`src/rtl/patt_scan_ctrl.sv`:
```
// Sequencer that shifts a parallel word MSB-first through a PAT_W-bit window and
// counts overlapping pattern matches. Optional `PATT_SCAN_ABORT_EN adds an abort input.
//
// state | meaning
// IDLE  | waiting for start; pattern writable
// SHIFT | one data bit per cycle enters the window and is compared
// DONE  | one-cycle completion pulse; pattern writable
module patt_scan_ctrl #(
    parameter int DATA_W = 16,
    parameter int PAT_W  = 4,
    parameter int CNT_W  = 5,
    parameter logic [PAT_W-1:0] PAT_INIT = PAT_W'(4'b1011)
) (
    input  logic              clk,
    input  logic              rst_b,
`ifdef PATT_SCAN_ABORT_EN
    input  logic              abort,
`endif
    input  logic              cfg_we,
    input  logic [PAT_W-1:0]  cfg_pat,
    input  logic              start,
    input  logic [DATA_W-1:0] data,
    output logic              busy,
    output logic              done,
    output logic              match_o,
    output logic              found,
    output logic [CNT_W-1:0]  match_cnt,
    output logic [CNT_W-1:0]  first_pos
);

    typedef enum logic [1:0] {
        IDLE  = 2'd0,
        SHIFT = 2'd1,
        DONE  = 2'd2
    } state_t;

    state_t             state;
    state_t             state_nxt;
    logic [PAT_W-1:0]   pat;
    logic [DATA_W-1:0]  sreg;
    logic [PAT_W-1:0]   window;
    logic [CNT_W-1:0]   idx;
    logic [PAT_W-1:0]   win_nxt;
    logic               hit;
    logic               last_bit;
    logic               abort_hit;

`ifdef PATT_SCAN_ABORT_EN
    assign abort_hit = abort;
`else
    assign abort_hit = 1'b0;
`endif

    assign win_nxt  = {window[PAT_W-2:0], sreg[DATA_W-1]};
    // Index gate keeps the zero-cleared window from producing partial-window hits.
    assign hit      = (idx >= CNT_W'(PAT_W - 1)) && (win_nxt == pat);
    assign last_bit = (idx == CNT_W'(DATA_W - 1));

    assign busy = (state == SHIFT);
    assign done = (state == DONE);

    always_ff @(posedge clk) begin
        if (!rst_b) begin
            state <= IDLE;
        end else begin
            state <= state_nxt;
        end
    end

    always_comb begin
        state_nxt = state;
        case (state)
            IDLE: begin
                if (start) begin
                    state_nxt = SHIFT;
                end
            end
            SHIFT: begin
                if (abort_hit) begin
                    state_nxt = IDLE;
                end else if (last_bit) begin
                    state_nxt = DONE;
                end
            end
            DONE: begin
                state_nxt = IDLE;
            end
            default: begin
                state_nxt = IDLE;
            end
        endcase
    end

    always_ff @(posedge clk) begin
        if (!rst_b) begin
            pat       <= PAT_INIT;
            sreg      <= '0;
            window    <= '0;
            idx       <= '0;
            match_o   <= 1'b0;
            found     <= 1'b0;
            match_cnt <= '0;
            first_pos <= '0;
        end else begin
            case (state)
                IDLE: begin
                    match_o <= 1'b0;
                    if (cfg_we) begin
                        pat <= cfg_pat;
                    end
                    if (start) begin
                        sreg      <= data;
                        window    <= '0;
                        idx       <= '0;
                        found     <= 1'b0;
                        match_cnt <= '0;
                        first_pos <= '0;
                    end
                end
                SHIFT: begin
                    if (abort_hit) begin
                        match_o   <= 1'b0;
                        found     <= 1'b0;
                        match_cnt <= '0;
                        first_pos <= '0;
                    end else begin
                        sreg    <= {sreg[DATA_W-2:0], 1'b0};
                        window  <= win_nxt;
                        idx     <= idx + CNT_W'(1);
                        match_o <= hit;
                        if (hit) begin
                            if (match_cnt != '1) begin
                                match_cnt <= match_cnt + CNT_W'(1);
                            end
                            if (!found) begin
                                found     <= 1'b1;
                                first_pos <= idx;
                            end
                        end
                    end
                end
                DONE: begin
                    match_o <= 1'b0;
                    if (cfg_we) begin
                        pat <= cfg_pat;
                    end
                end
                default: begin
                    match_o <= 1'b0;
                end
            endcase
        end
    end

endmodule
```
`config.mk`:
```
export PLATFORM = sky130hd
export DESIGN_NAME = patt_scan_ctrl
export DESIGN_NICKNAME = d
export VERILOG_FILES = /design/src/rtl/patt_scan_ctrl.sv
export SDC_FILE = /design/constraint.sdc
export NUM_CORES = 1
export LEC_CHECK = 0
export CAP_MARGIN = 20
export CORE_AREA = 2 2 61 63
export DETAILED_ROUTE_END_ITERATION = 12
export DIE_AREA = 0 0 63 65
export GPL_ROUTABILITY_DRIVEN = 0
export PLACE_DENSITY_LB_ADDON = 0.12
export SLEW_MARGIN = 25
export SYNTH_ARGS = -nofsm -noshare
export SYNTH_HDL_FRONTEND = slang
export SYNTH_SLANG_ARGS = --single-unit
```
`constraint.sdc`:
```
create_clock -name clk -period 5.8 [get_ports clk]
set_clock_uncertainty 0.15 [all_clocks]
set_input_delay 1.45 -clock clk [delete_from_list [all_inputs] [get_ports clk]]
set_output_delay 1.45 -clock clk [all_outputs]
set_load 0.01 [all_outputs]
```
# After elaboration in Yosys (flattened, before gate mapping)
# Cells that the tools add are included.
totals:
  word_cells: 51
  output_inout_bits: 14
  regBits: 42
  inputBits: 24
classes:
  n_addsub: 2
  magnitude_cmp: 1
  n_mux: 18
  n_reduce_logical: 11
  eq_ne: 10
ops:
  columns: ["operator", "count"]
  rows:
  - ["$pmux 16 s2", 1]
  - ["$pmux 5 s2", 3]
  - ["$mux 5", 5]
  - ["$mux 16", 1]
  - ["$add 5x1->5 const B", 2]
  - ["$reduce_and 2->1", 4]
  - ["$reduce_and 4->1", 2]
  - ["$ne 2x1->1 const B", 3]
  - ["$pmux 3 s2", 1]
  - ["$eq 5x4->1 const B", 1]
  - ["$ge 5x2->1 const B", 1]
  - ["$ne 5x5->1 const B", 1]
  - ["$eq 4x4->1", 1]
  - ["$mux 2", 2]
  - ["$ne 2x2->1 const B", 2]
  - ["$pmux 2 s2", 1]
  - ["$mux 3", 1]
  - ["$reduce_and 3->1", 1]
  - ["$eq 2x1->1 const B", 1]
  - ["$eq 2x2->1 const B", 1]
  - ["$logic_not 2->1", 1]
  - ["$mux 1", 2]
  - ["$pmux 1 s2", 1]
  - ["$reduce_bool 2->1", 1]
  - ["other kinds (2)", 2]

# Longest topological paths before layout
logic_depth:
  depth_word: 4
  ltp_mapped: 7
  depth_no_buf: 6

# Worst setup path before layout
# Ideal clock, no wire load.
synth_path:
  path_kind: "in2reg"
  start: "input port start"
  end: "register sreg[15]"
  stages: 5
  arrival_time_ns: 2.456
  n_path_buf: 2
  setup_ns: 0.119
  path_slack_ns: 3.075
  t_required_ns: 5.531
  cell_sequence: "or3b_2 -> clkbuf_1 -> clkbuf_1 -> o221ai_1 -> nor2_1"
synth_via:
  elab_chain_cells: 2
synth_rtl:
  columns: ["element", "line_no", "text"]
  rows:
  - ["start: declaration", "21", "input logic start,"]
  - ["$ne 2x2->1 (no source line)", null, null]
  - ["$reduce_and 2->1 (no source line)", null, null]
  - ["end signal: assignment", "112", "sreg <= data;"]
  - ["end signal: assignment", "127", "sreg <= {sreg[DATA_W-2:0], 1'b0};"]
  - ["end: declaration", "40", "logic [DATA_W-1:0] sreg;"]
# Every way passes these cells.
# A chain may end at the register's enable or synchronous reset.

# Worst setup path after layout
layout_path:
  start: "register state[1]"
  end: "output port busy"
layout_via:
  elab_chain_cells: 1
layout_rtl:
  columns: ["element", "line_no", "text"]
  rows:
  - ["start: declaration", "37", "state_t state;"]
  - ["start signal: assignment", "66", "state <= state_nxt;"]
  - ["$eq 2x1->1", "59", "assign busy = (state == SHIFT);"]
  - ["end: declaration", "23", "output logic busy,"]
# Every way passes these cells.

==> summary.txt <==
Status
  • Status: completed

Power and ir drop
  • Power Total: 0.520 mW
  • Maximum VDD drop: 0.167 mV
  • Leakage power: 0.785 nW
  • PwrDens: 233 nW/um^2

Routing
  • TritonRoute pass-1 iters: 4
  • Remaining DRCs: 0
  • DR vias: 1622
  • DR iter-0 viols: 116
  • Final WL: 3.90 mm
  • Final ANT Viol Nets: 0
  • Wire length per cell: around 14 microns
  • Via/cell ratio: ~5.7

Timing
  • RSZ-0062 raised after global routing: no
  • Rel. slew slack: 48.1%
  • Setup Viol. Count Final: 0
  • Final min period: about 4000 ps
  • Final worst slack: 1810 ps
  • Final Hold Violating Endpoints: 0
  • FMAX: 251 MHz
  • Setup_tns: 0 ps
  • Part of the cycle the worst path needs: 68.8%
  • Fin. max-slew vios: 0
  • Slew @ Worst Pin: 774 ps

Clock network
  • Hold-fix buffers, CTS: 0
  • Clock Sinks: 42
  • Max Root-Sink Buffers: 2
  • # H-tree levels: 2
  • CTS buffer count: 5
  • Setup bufs post-CTS: 0
  • Reg clk slew, reported paths: approximately 130 ps
  • Clock latency on the worst-skew pair: around 360 ps
  • CTS tree: built
  • Resize count post-CTS: 0
  • Clk root buf: clkbuf_4

Worst hold path
  • Worst hold start: sreg[12]
  • Worst Hold Class: flip-flop to flip-flop
  • Hold Path End: sreg[12]
  • Hold Path Depth: 2

Cells and area
  • Nets@finish: 265
  • Area Growth Syn to Fin: 23.3%
  • N_diodes: 0
  • Share of layout cells above drive strength 1: 5.46%
  • Most frequent cells in the layout: dfxtp_1 (42), clkdlybuf4s50_1 (37), nand2_1 (22), nor2_1 (22)
  • Final core occ: between 60% and 70%
  • Most common cell after layout, fill and taps aside: dfxtp_1
  • Design area: 2230 sq um

Floorplan
  • Die H: 65 microns
  • Ports: 38
  • Die W: 63 microns
  • Cell Rows: 22
  • Core area: 3500 sq um
  • Die area: 4100 sq um
  • Initial Util: between 50% and 60%

Global route
  • Gr usage total: 20.6%
  • Vias in the first global route: 1529
  • GRT overflow: 0
  • Initial antenna violation count: 0
  • First-pass GRT wire length: between 6 and 7 mm
  • Largest net degree at the start of global routing: 29

Logic synthesis
  • Synthesized area: 1810 sq um
  • Synth Instances: just over 200
  • Post-Syn Nets: 235
  • Yosys Warn Count: 0
  • Mean Syn Cell Area: 8.76 sq um
  • Netlist cell types: 37
  • Yosys reg bits: 42
  • Sequential fraction of the synthesis area: 46.4%

Placement
  • Dpl ws: 1940 ps
  • PortBufs: 37
  • Cell Area, Placed: 2180 sq um
  • DP HPWL: 2.67 mm

Setup path
  • Critical Path RT: 4200 ps
  • R2r setup slk: 3210 ps
  • RR Startpoint: state[1]
  • Crit path from: state[1]
  • Slowest cell on crit path: clkdlybuf4s50_1
  • Critical path arrival: 2390 ps
  • CP max FO: 28
  • Buf/Inv on CP: 2
  • Worst setup EP type: primary output
  • Largest delay share family, worst path: buffers and inverters
  • Crit path largest cell delay: around 640 ps
  • FF-to-FF path depth: 5
  • Critical path class: flip-flop to primary output
  • FF-to-FF End: idx[2]
  • Startpoint Class: flip-flop
  • Critical-path cell list: nand2b_1 > inv_2 > clkdlybuf4s50_1

Job
  • Max-cap violations: 0
power breakdown:
part | internal, mW | switching (mW) | total, mW
Combinational | 0.0304 | 0.0369 | 0.0673
Clock | 0.0477 | 0.0950 | 0.143
Sequential | 0.301 | 0.00859 | 0.310
flip-flops by register name, indices dropped and copies added (netlist names):
name	flops
pat	4
match_o	1
found	1
state	2
window	3
first_pos	5
match_cnt	5
idx	5
sreg	16
synth_stat cells:
cell type | number | area [sq um]
o211ai_1 | 5 | 37.5
nor2_1 | 22 | 82.6
a21oi_1 | 18 | 90.1
nor2b_1 | 1 | 6.26
nand3b_1 | 1 | 7.51
or3b_2 | 1 | 8.76
clkbuf_1 | 11 | 41.3
a31oi_1 | 3 | 18.8
inv_1 | 2 | 7.51
buf_1 | 2 | 7.51
ha_1 | 4 | 50.1
or4_4 | 1 | 11.3
a2bb2oi_1 | 1 | 8.76
nor3_1 | 2 | 10.0
nor3_2 | 1 | 10.0
nor4_1 | 1 | 6.26
and3_1 | 3 | 18.8
nand4_1 | 1 | 6.26
nand3_1 | 18 | 90.1
nor3b_1 | 1 | 7.51
o21ai_0 | 1 | 5.00
mux2i_1 | 9 | 90.1
o221ai_1 | 6 | 52.6
and2b_1 | 1 | 7.51
inv_2 | 1 | 3.75
or3_1 | 4 | 25.0
a211o_1 | 1 | 8.76
a22oi_1 | 9 | 67.6
or4_1 | 2 | 15.0
buf_6 | 2 | 22.5
mux2_2 | 1 | 11.3
nand2_1 | 22 | 82.6
dfxtp_1 | 42 | 841
clkinv_1 | 1 | 3.75
nand2b_1 | 1 | 6.26
xor2_1 | 4 | 35.0
xnor2_1 | 1 | 8.76
final cells by class:
| class | count | area (sq um) |
|---|---|---|
| well taps | 48 | 60.1 |
| flip-flops and latches | 42 | 841 |
| multi-input cells | 146 | 886 |
| fillers | 311 | 1260 |
| inverters | 4 | 15.0 |
| clock inverters | 2 | 13.8 |
| clock buffers | 6 | 41.3 |
| repair buffers | 38 | 378 |
per-layer routing:
layer / up-vias / part of all wire, % / GRT usage [%]
met1: 771 / 44 / 22.9
met3: 9 / 4.9 / 5.56
met4: 0 / 2.2 / 8.61
li1: 794 / - / -
met2: 48 / 49 / 37.0
met5: - / 0 / 0
worst max-delay path by stage:
stage / endpoint / slack, ps / cells past startpoint
after floorplan: sreg[15] / 3070 / 5
after global placement: match_cnt[3] / 2020 / 3
after detailed placement: sreg[8] / 1940 / 3
after CTS: busy / 1810 / 3
after global routing: busy / 1680 / 3
final: busy / 1810 / 3
metrics by stage:
| step | cells | hold WS (ps) |
|---|---|---|
| floorplan | 207 | 286 |
| global placement | 278 | 293 |
| detailed placement | 278 | 301 |
| CTS | 286 | 320 |
| global route | 286 | 341 |
| finish | 286 | 320 |
logic make-up (layout without fill, tap and decap cells):
logic type                 after synthesis  after routing  share of synthesized area [%]
and+or+nand+nor                         83             83                           22.2
DFF                                     42             42                           46.4
AOI/OAI and AO/OA                       44             44                           15.9
muxes                                   10             10                           5.59
buffers and inverters                   19             50                           4.76
xor gates and xnor gates                 5              5                           2.42
adders and majority gates                4              4                           2.76
worst reg2reg max path, cell delays in order (launching register included):
cell and delay [ps]:
dfxtp_1 380, nand2b_1 590, inv_2 420, nor2_1 650, o21ai_0 190, a21oi_1 140
Power figures use the tool's default switching activity.
